===== config.mk =====
export PLATFORM = sky130hd
export DESIGN_NAME = ingress_pkt_buffer
export DESIGN_NICKNAME = d
export VERILOG_FILES = /design/src/rtl/ingress_pkt_buffer.sv
export SDC_FILE = /design/constraint.sdc
export NUM_CORES = 1
export LEC_CHECK = 0
export CORE_MARGIN = 2
export CORE_UTILIZATION = 50
export DETAILED_ROUTE_END_ITERATION = 8
export GPL_ROUTABILITY_DRIVEN = 0
export PLACE_DENSITY_LB_ADDON = 0.08
export SLEW_MARGIN = 20
export SYNTH_ARGS = -nofsm -noshare
export SYNTH_HDL_FRONTEND = slang
export SYNTH_SLANG_ARGS = --single-unit

===== constraint.sdc =====
create_clock -name clk -period 5 [get_ports clk]
set_clock_uncertainty 0.2 [all_clocks]
set_input_delay 0.75 -clock clk [delete_from_list [all_inputs] [get_ports clk]]
set_output_delay 0.75 -clock clk [all_outputs]
set_load 0.05 [all_outputs]

===== src/rtl/ingress_pkt_buffer.sv =====
// Store-and-forward ingress packet queue: packets become visible only once fully
// stored; packets longer than DEPTH beats are dropped and counted.
module ingress_pkt_buffer #(
  parameter int DATA_WIDTH = 8,
  parameter int DEPTH      = 16,
  parameter int PKT_DEPTH  = 4,
  parameter int N_PORTS    = 4,
  parameter int IDX_WIDTH  = $clog2(N_PORTS)
) (
  input  logic                  clk,
  input  logic                  reset,
  input  logic                  in_valid,
  input  logic [DATA_WIDTH-1:0] in_data,
  input  logic                  in_last,
  input  logic [IDX_WIDTH-1:0]  in_dst,
  output logic                  in_ready,
  output logic                  out_valid,
  output logic [DATA_WIDTH-1:0] out_data,
  output logic                  out_last,
  output logic [IDX_WIDTH-1:0]  out_dst,
  input  logic                  out_ready,
  output logic [7:0]            drop_count
);

  localparam int AW = $clog2(DEPTH);
  localparam int PW = $clog2(PKT_DEPTH);
  localparam logic [AW:0] FULL_LEN = (AW+1)'(DEPTH);
  localparam logic [PW:0] PKT_FULL = (PW+1)'(PKT_DEPTH);

  typedef enum logic [1:0] {IDLE, RECV, DROP} state_t;

  state_t state_q, state_d;
  logic [AW:0] wr_ptr_q, wr_ptr_d;
  logic [AW:0] cm_ptr_q, cm_ptr_d;
  logic [AW:0] rd_ptr_q, rd_ptr_d;
  logic [PW:0] pkt_cnt_q, pkt_cnt_d;
  logic [PW-1:0] dwr_ptr_q, dwr_ptr_d;
  logic [PW-1:0] drd_ptr_q, drd_ptr_d;
  logic [IDX_WIDTH-1:0] dst_q, dst_d;
  logic [7:0] drop_cnt_q, drop_cnt_d;

  logic [DATA_WIDTH:0] beat_mem [DEPTH];
  logic [IDX_WIDTH-1:0] desc_mem [PKT_DEPTH];

  logic [AW:0] used, cur_len;
  logic beat_full, desc_full, rdy;
  logic beat_we, commit, pop_beat, pop_desc;
  logic [IDX_WIDTH-1:0] push_dst;
  logic [DATA_WIDTH:0] head;

  assign used      = wr_ptr_q - rd_ptr_q;
  assign cur_len   = wr_ptr_q - cm_ptr_q;
  assign beat_full = (used == FULL_LEN);
  assign desc_full = (pkt_cnt_q == PKT_FULL);

  // Head outputs are forced to zero while nothing is committed (incl. reset).
  assign out_valid  = (pkt_cnt_q != '0);
  assign head       = beat_mem[rd_ptr_q[AW-1:0]];
  assign out_data   = out_valid ? head[DATA_WIDTH-1:0] : '0;
  assign out_last   = out_valid & head[DATA_WIDTH];
  assign out_dst    = out_valid ? desc_mem[drd_ptr_q] : '0;
  assign pop_beat   = out_valid & out_ready;
  assign pop_desc   = pop_beat & head[DATA_WIDTH];
  assign in_ready   = rdy & ~reset;
  assign drop_count = drop_cnt_q;

  always_comb begin
    state_d    = state_q;
    wr_ptr_d   = wr_ptr_q;
    cm_ptr_d   = cm_ptr_q;
    dst_d      = dst_q;
    drop_cnt_d = drop_cnt_q;
    rdy        = 1'b0;
    beat_we    = 1'b0;
    commit     = 1'b0;
    push_dst   = dst_q;
    unique case (state_q)
      IDLE: begin
        rdy = !beat_full && !desc_full;
        if (in_valid && rdy) begin
          beat_we  = 1'b1;
          wr_ptr_d = wr_ptr_q + 1'b1;
          dst_d    = in_dst;
          push_dst = in_dst;
          if (in_last) commit = 1'b1;
          else         state_d = RECV;
        end
      end
      RECV: begin
        if (cur_len == FULL_LEN) begin
          rdy = 1'b1;
          if (in_valid) begin
            wr_ptr_d = cm_ptr_q;
            if (drop_cnt_q != 8'hff)
              drop_cnt_d = drop_cnt_q + 8'd1;
            state_d = in_last ? IDLE : DROP;
          end
        end else begin
          rdy = !beat_full;
          if (in_valid && rdy) begin
            beat_we  = 1'b1;
            wr_ptr_d = wr_ptr_q + 1'b1;
            if (in_last) begin
              commit  = 1'b1;
              state_d = IDLE;
            end
          end
        end
      end
      DROP: begin
        rdy = 1'b1;
        if (in_valid && in_last) state_d = IDLE;
      end
      default: state_d = IDLE;
    endcase
    if (commit) cm_ptr_d = wr_ptr_q + 1'b1;
  end

  always_comb begin
    rd_ptr_d  = rd_ptr_q + (AW+1)'(pop_beat);
    drd_ptr_d = drd_ptr_q + PW'(pop_desc);
    dwr_ptr_d = dwr_ptr_q + PW'(commit);
    pkt_cnt_d = pkt_cnt_q;
    if (commit && !pop_desc)      pkt_cnt_d = pkt_cnt_q + 1'b1;
    else if (!commit && pop_desc) pkt_cnt_d = pkt_cnt_q - 1'b1;
  end

  always_ff @(posedge clk or posedge reset) begin
    if (reset) begin
      state_q    <= IDLE;
      wr_ptr_q   <= '0;
      cm_ptr_q   <= '0;
      rd_ptr_q   <= '0;
      pkt_cnt_q  <= '0;
      dwr_ptr_q  <= '0;
      drd_ptr_q  <= '0;
      dst_q      <= '0;
      drop_cnt_q <= '0;
    end else begin
      state_q    <= state_d;
      wr_ptr_q   <= wr_ptr_d;
      cm_ptr_q   <= cm_ptr_d;
      rd_ptr_q   <= rd_ptr_d;
      pkt_cnt_q  <= pkt_cnt_d;
      dwr_ptr_q  <= dwr_ptr_d;
      drd_ptr_q  <= drd_ptr_d;
      dst_q      <= dst_d;
      drop_cnt_q <= drop_cnt_d;
    end
  end

  always_ff @(posedge clk) begin
    if (beat_we) beat_mem[wr_ptr_q[AW-1:0]] <= {in_last, in_data};
    if (commit)  desc_mem[dwr_ptr_q] <= push_dst;
  end

endmodule


* Yosys cells after proc, flatten, opt, wreduce, memory -nomap -nowiden
Memories as Yosys holds them, arrays and structs flattened. Index checks and enable logic that the tools add are counted.
Storage, ports and cells: output and inout port bits 21, word-level logic and storage cells 89, memories 2, flip-flop bits (word level) 34, bits in writable memories 152
Memory list:
- beat_mem | depth 16, width 9, read ports 1, clocked after Yosys merged registers in 0, write ports 1, RTL line 42 | logic [DATA_WIDTH:0] beat_mem [DEPTH];
- desc_mem | depth 4, width 2, read ports 1, clocked after Yosys merged registers in 0, write ports 1, RTL line 43 | logic [IDX_WIDTH-1:0] desc_mem [PKT_DEPTH];
Cells by class: muxes and demuxes 35, bitwise logic cells 5, reduce and logical (&&, ||, !) cells 17, add/subtract/negate cells 9, eq/ne operators 12
Operator list (count):
- 2-to-1 mux 2 bit | 11
- 2-to-1 mux 5 bit | 4
- 2-to-1 mux 1 bit | 12
- equality test 5 bit, second input constant | 2
- case mux 5 bit (2 select lines) | 1
- subtractor 5 bit | 2
- inequality test 3 bit, second input constant | 3
- adder 8 x 1 -> 8 bit, second input constant | 1
- 2-to-1 mux 8 bit | 1
- inequality test 8 bit, second input constant | 1
- AND reduction 4 bit | 2
- logical AND 1 bit | 6
- 2-to-1 mux 3 bit | 2
- inequality test 2 bit, second input constant | 3
- case mux 2 bit (3 select lines) | 1
- AND reduction 6 bit | 1
- adder 5 x 1 -> 5 bit | 1
- adder 5 x 1 -> 5 bit, second input constant | 1
- adder 2 x 1 -> 2 bit | 2
- AND 1 bit | 4
- logical NOT 1 bit | 4
- case mux 1 bit (2 select lines) | 2
- nonzero test 2 bit | 2
- adder 3 x 1 -> 3 bit, second input constant | 1
- other kinds (8) | 8

* Logic depth before layout (Yosys ltp)
Gate-level depths: netlist (run 1).
depth after elaboration 11, gate-level depth with buffers 16, mapped depth without buffers 14

* Worst setup path before layout (run 1)
OpenSTA, ideal clock, no wires.
path type reg-to-output, from reg rd_ptr_q[1], to out in_ready, arrival time 2.727 ns, stages on the path, launching flop included 11, buffers on the path 2, slack 1.323 ns, required time 4.050 ns, cell sequence dfrtp_1 > clkbuf_1 > buf_1 > inv_1 > ha_1 > nand2b_1 > nand3_1 > a211oi_2 > a21oi_1 > o31ai_1 > a21oi_1
On the way: cells in the longest elaborated chain, start to end 6, elaborated cells between the ends (all ways) 7, those cells by class 1 x add/sub; 1 x eq/ne; 2 x mux; 1 x bitwise; 2 x reduce/logical
RTL lines:
- from (decl) | RTL line 35 | logic [AW:0] rd_ptr_q, rd_ptr_d;
- from (signal assigned) | RTL line 143 | rd_ptr_q <= rd_ptr_d;
- subtractor 5 bit * | RTL line 51 | assign used = wr_ptr_q - rd_ptr_q;
- equality test 5 bit * | RTL line 53 | assign beat_full = (used == FULL_LEN);
- logical NOT 1 bit * | RTL line 79, 99
- 2-to-1 mux 1 bit / logical AND 1 bit (equally long branches) | RTL line 90, 79
- case mux 1 bit (3 select lines) * | RTL line 77 | unique case (state_q)
- AND 1 bit * | RTL line 64 | assign in_ready = rdy & ~reset;
- to (decl) | RTL line 16 | output logic in_ready,
Every way passes the cells marked *; elsewhere a longest branch is shown, timed or not.

* Worst setup path after layout (run 1)
from reg rd_ptr_q[3], to out in_ready
Same word-level chain as after synthesis.

==> impl_metrics.py, run 1 <==
metrics = {
    "run_status": {
        "outcome": "complete, no violations",
    },
    "worst_setup_path": {
        "critPathMaxStageDelay_ps": 710,
        "path_max_fanout": 10,
        "critical-path-slowest-cell": "clkdlybuf4s50_1",
        "worstSetupStartpointType": "flip-flop",
        "crit_top_cell": "a21oi_1",
        "critical_path_class": "flip-flop to output port",
        "crit_chain": "inv_2 > ha_1 > a211o_1 > a211oi_2 > a21oi_1 > o31ai_1 > a21oi_1 > clkdlybuf4s50_1",
        "cp_data_required_time_ps": 4050,
        "crit_family": "compound AO/OA/AOI/OAI gates",
        "regToRegSetupSlack_ps": 1110,
        "cp-end-kind": "output port",
        "arrival_ps": 3480,
        "worst-path-buf-inv": 2,
    },
    "floorplan": {
        "die_area_um2": 16900,
        "coreArea_um2": 15700,
        "ios": 36,
        "die-height_um": 130,
        "start_util": 0.505,
        "row_count": 46,
        "die_w_um": 130,
    },
    "cts": {
        "root_buffer": "clkbuf_16",
        "post_cts_resize_count": 0,
        "post-cts-setup-buffers": 0,
        "cts_sinks": 186,
        "cts_hold_buf": 0,
        "clockBufferDepth": 2,
        "htree_levels": 4,
        "cts_buffers": 17,
        "clk_pin_slew_worst_paths_ps": 70,
        "cts_tree": "built",
        "clk_latency_ps": 430,
    },
    "yosys": {
        "ys_seq_area_frac": 0.683,
        "netlist_instances": 432,
        "synth.cell_area_um2": 7930,
        "yosys_warnings": 0,
        "synth_top_area_frac": 0.576,
        "ys_types": 50,
        "synth_edf_count": 152,
        "ys_seq_elements": 186,
        "async_reset_ff_frac": 0.183,
        "synth_nets": 466,
        "yosys_most_used_dff": "edfxtp_1",
        "synth_top_area_cell": "edfxtp_1",
        "synth.area.top_cells": "edfxtp_1, mux4_2, dfrtp_1",
        "postSynthAreaPerCell_um2": 18.4,
    },
    "sta": {
        "max_freq_mhz": 226,
        "finalCritPeriodShare": 0.886,
        "rsz0062_at_grt": "false",
        "finalCriticalPeriod_ps": 4430,
        "hold_violations": 0,
        "final_max_slew_viol_count": 0,
        "max_slew_margin": 0.485,
        "finalSetupTns_ps": 0,
        "worst_pin_slew_ps": 772,
        "worst_slack_ps": 571,
        "fin_hold_ws_ps": 297,
        "setup-violations-final": 0,
    },
    "routing": {
        "first_pass_iters": 4,
        "wl_um": 15600,
        "wl_per_cell_um": 22.1,
        "vias_per_cell": 5.63,
        "drc": 0,
        "drt_iter0_drc": 309,
        "ant_nets": 0,
        "num_vias": 3977,
    },
    "final_layout": {
        "mostFrequentLayoutCell": "edfxtp_1",
        "num_antenna_cells": 0,
        "layout_common_cells": "edfxtp_1, mux4_2, clkdlybuf4s50_1, dfrtp_1",
        "nets": 511,
        "drive_above_1_share": 0.208,
        "syn2layout_area_growth_pct": 15.2,
        "layoutNonFillerInstCount": 706,
    },
    "place": {
        "post-place-cells": 674,
        "post-place-ws_ps": 1030,
        "dp_hpwl_um": 9420,
        "portBuffers": 35,
    },
    "power": {
        "peakVddDrop_mv": 0.285,
        "p_total_mw": 5.69,
        "p_leak_nw": 3.28,
        "power.density_nw_per_um2": 623,
    },
    "global_route": {
        "grt_start_max_net_pins": 39,
        "overflow": 0,
        "antenna_found_initial": 0,
        "grt_pass1_wl_um": 23800,
        "grt_pass1_vias": 4142,
        "grtUsageTotal": 0.197,
    },
    "job": {
        "maxCapViolations": 0,
    },
    "min_path": {
        "hp-class": "flip-flop to flip-flop",
    },
}
## synth_stat cells, types with 5 or more instances
library cell / instances
mux4_2: 47
xnor2_1: 12
buf_2: 6
ha_1: 18
and3_1: 19
and2_1: 11
o21ai_0: 7
clkbuf_1: 5
nand2_1: 11
dfrtp_1: 34
nor2_1: 11
nand3_1: 8
inv_1: 17
a21oi_1: 6
edfxtp_1: 152
xor2_1: 9
## routing by layer
metal  global-route usage  vias up  wire [µm]
li1                     -     1799          -
met1                0.272     2098       7050
met2                0.318       62       7790
met3               0.0385       18        392
met4               0.0696        0        332
met5                    0        -          0
## registers in the layout, summed over array words and instances, names as in the netlist
name	cells
beat_mem	144
cm_ptr_q	5
desc_mem	8
drd_ptr_q	2
drop_count	8
dst_q	2
dwr_ptr_q	2
pkt_cnt_q	3
rd_ptr_q	5
state_q	2
wr_ptr_q	5
## where the power goes
part / internal (mW) / total [mW] / switching, mW
logic: 0.995 / 2.24 / 1.25
clock network: 0.770 / 1.33 / 0.560
registers: 1.94 / 2.12 / 0.185
## path summary, 6_finish.rpt
kind	cells after the start	to	from
hold reg to reg	1	drop_count[7]	drop_count[7]
max in group asynchronous	3	rd_ptr_q[0]	reset
min in group asynchronous	3	dst_q[1]	reset
setup reg to reg	14	pkt_cnt_q[2]	wr_ptr_q[0]
hold / removal	1	drop_count[7]	drop_count[7]
setup / recovery	8	in_ready	rd_ptr_q[3]
## per-stage QoR
step | cell area, µm² | utilization
final | 9140 | 0.581
after global routing | 9140 | 0.581
after CTS | 9130 | 0.581
after detailed placement | 8540 | 0.543
after global placement | 8540 | 0.543
after floorplan | 7930 | -
## logic make-up (layout without fill, tap and decap cells)
family / after synthesis / after routing / synth area share
compound gates: 32 / 32 / 0.0295
xor+xnor: 23 / 23 / 0.0284
fa+ha+maj: 19 / 19 / 0.0309
buf+inv: 33 / 91 / 0.0185
flops: 186 / 186 / 0.683
mux: 57 / 57 / 0.149
simple gates: 82 / 82 / 0.0612
## final cells by class
class                           instances  area, µm²
Clock buffer                           22        507
Clock inverter                         10       86.3
Fill cell                            1196       6580
Inverter                               18       67.6
Multi-Input combinational cell        213       2380
Sequential cell                       186       5420
Tap cell                              216        270
Timing Repair Buffer                   41        408
## worst register-to-register path, delay by kind of cell, from the launching register on
family	cells	cell delay (ps)
buffers and inverters	3	450
XOR/XNOR	2	320
AO/OA/AOI/OAI	2	610
flip-flops	1	430
adder cells (fa/ha/maj)	3	790
AND/OR/NAND/NOR	4	1010
No activity file was read; power rests on OpenSTA's default activity.
==> run 2: changes to the inputs <==
--- a/config.mk
+++ b/config.mk
@@ -9,7 +9,9 @@
 export CORE_UTILIZATION = 50
 export DETAILED_ROUTE_END_ITERATION = 8
 export GPL_ROUTABILITY_DRIVEN = 0
+export GPL_TIMING_DRIVEN = 0
 export PLACE_DENSITY_LB_ADDON = 0.08
+export SETUP_SLACK_MARGIN = 0.1
 export SLEW_MARGIN = 20
 export SYNTH_ARGS = -nofsm -noshare
 export SYNTH_HDL_FRONTEND = slang
==> constraint.sdc (replaced) <==
create_clock -name clk -period 4.7 [get_ports clk]
set_clock_uncertainty 0.2 [all_clocks]
set_input_delay 0.705 -clock clk [delete_from_list [all_inputs] [get_ports clk]]
set_output_delay 0.705 -clock clk [all_outputs]
set_load 0.05 [all_outputs]
==> run 2 against run 1 <==
Register-to-register slack got worse by 220 ps. Power rose by 9.2%. Clock power rose by 13%. Final area rose by 0.81%. First-iteration DRC count rose by 58%. Die area did not move. Routed wire length rose by 2.0%. Critical endpoint is now out_data[2]. Global-route usage rose by 0.76 points.
==> impl_metrics.py, run 2 (synthesized netlist as in run 1, its figures left out) <==
metrics = {
    "floorplan": {
        "coreArea_um2": 15700,
        "die-height_um": 130,
        "ios": 36,
        "start_util": 0.505,
        "die_w_um": 130,
        "row_count": 46,
        "die_area_um2": 16900,
    },
    "cts": {
        "cts_buffers": 17,
        "clk_pin_slew_worst_paths_ps": 70,
        "post-cts-setup-buffers": 0,
        "cts_hold_buf": 0,
        "cts_tree": "built",
        "htree_levels": 4,
        "cts_sinks": 186,
        "clk_latency_ps": 430,
        "clockBufferDepth": 2,
        "root_buffer": "clkbuf_16",
    },
    "power": {
        "power.density_nw_per_um2": 675,
        "p_leak_nw": 3.32,
        "peakVddDrop_mv": 0.457,
    },
    "worst_setup_path": {
        "cp-end-kind": "output port",
        "path_max_fanout": 10,
        "worstSetupStartpointType": "flip-flop",
        "cp_data_required_time_ps": 3800,
        "arrival_ps": 3470,
        "regToRegSetupSlack_ps": 890,
        "critical_path_class": "flip-flop to output port",
    },
    "final_layout": {
        "fin_util": 0.586,
        "nets": 521,
        "largest_register_ffs": 144,
        "drive_above_1_share": 0.218,
        "mostFrequentLayoutCell": "edfxtp_1",
        "layoutNonFillerInstCount": 715,
        "syn2layout_area_growth_pct": 16.1,
        "num_antenna_cells": 0,
        "layout_common_cells": "edfxtp_1, mux4_2, dfrtp_1, clkdlybuf4s50_1, and3_1",
    },
    "sta": {
        "rsz0062_at_grt": "false",
        "setup-violations-final": 0,
        "max_freq_mhz": 229,
        "finalCriticalPeriod_ps": 4380,
        "final_max_slew_viol_count": 0,
        "worst_pin_slew_ps": 827,
        "finalCritPeriodShare": 0.931,
        "hold_violations": 0,
        "max_slew_margin": 0.444,
    },
    "routing": {
        "vias_per_cell": 5.72,
        "first_pass_iters": 5,
        "wl_um": 15900,
        "drc": 0,
        "drt_iter0_drc": 488,
        "wl_per_cell_um": 22.2,
        "ant_nets": 0,
        "num_vias": 4089,
    },
    "place": {
        "post-place-cells": 684,
        "portBuffers": 35,
        "dp_hpwl_um": 10300,
    },
    "global_route": {
        "grtUsageTotal": 0.205,
        "grt_pass1_wl_um": 24500,
        "antenna_found_initial": 1,
        "grt_use_met2": 0.328,
        "grtUsageMet1": 0.275,
        "busiest_layer": "met2",
        "grt_start_max_net_pins": 36,
        "use_met3": 0.0472,
        "grt_pass1_vias": 4247,
        "overflow": 0,
    },
    "min_path": {
        "hp-class": "flip-flop to flip-flop",
    },
    "job": {
        "maxCapViolations": 0,
    },
    "run_status": {
        "outcome": "complete, no violations",
    },
}
run 2: cell types whose count changed in the layout (fill, tap and decap cells not counted), moves of 3 or more:
cell       change
buf_2          +4
buf_4          -5
bufinv_16      +3
clkbuf_4       +4
run 2: worst paths after layout:
check / end / cells past startpoint / from
setup / recovery: out_data[2] / 6 / rd_ptr_q[1]
hold / removal: drop_count[7] / 1 / drop_count[7]
setup reg to reg: pkt_cnt_q[1] / 14 / rd_ptr_q[1]
hold reg to reg: drop_count[7] / 1 / drop_count[7]
max in group asynchronous: cm_ptr_q[1] / 2 / reset
min in group asynchronous: rd_ptr_q[3] / 2 / reset
run 2: final cells by class:
cell class / count / area [µm²]
well taps: 216 / 270
flip-flops and latches: 186 / 5420
inverters: 18 / 67.6
fillers: 1184 / 6500
repair buffers: 36 / 354
clock inverters: 14 / 194
multi-input cells: 213 / 2380
plain buffers: 15 / 100
clock buffers: 17 / 425
run 2: worst max-delay path: stages, from the launching register on:
cell	delay, ps
dfrtp_1	390
clkbuf_2	300
clkbuf_1	560
mux4_2	420
mux4_2	500
and2_1	170
clkdlybuf4s50_1	690
run 2: what timing repair did:
item                       CTS  global route
hold endpoints to repair     0             0
resized for setup            5             7
setup endpoints to repair    9             2
pin swaps                    0             0
run 2: power by group:
group / switching [mW] / total [mW] / internal, mW
sequential: 0.159 / 2.22 / 2.06
clock: 0.613 / 1.50 / 0.891
combinational: 1.42 / 2.50 / 1.08
run 2: per-stage QoR:
step | area (µm²) | hold slack (ps) | setup slack (ps) | power, mW | TNS (ps)
global route | 9210 | 313 | 123 | 6.54 | 0
floorplan | 7930 | 257 | 1070 | 4.04 | 0
global placement | 8550 | 274 | -218 | 4.68 | -1980
CTS | 9190 | 294 | 161 | 6.26 | 0
detailed placement | 8560 | 286 | -98.7 | 4.75 | -98.7
finish | 9210 | 298 | 324 | 6.22 | 0
run 2: metal layers:
metal / wire [µm] / vias to the layer above
met4: 345 / 0
li1: - / 1827
met5: 0 / -
met3: 666 / 26
met1: 6940 / 2126
met2: 7930 / 110
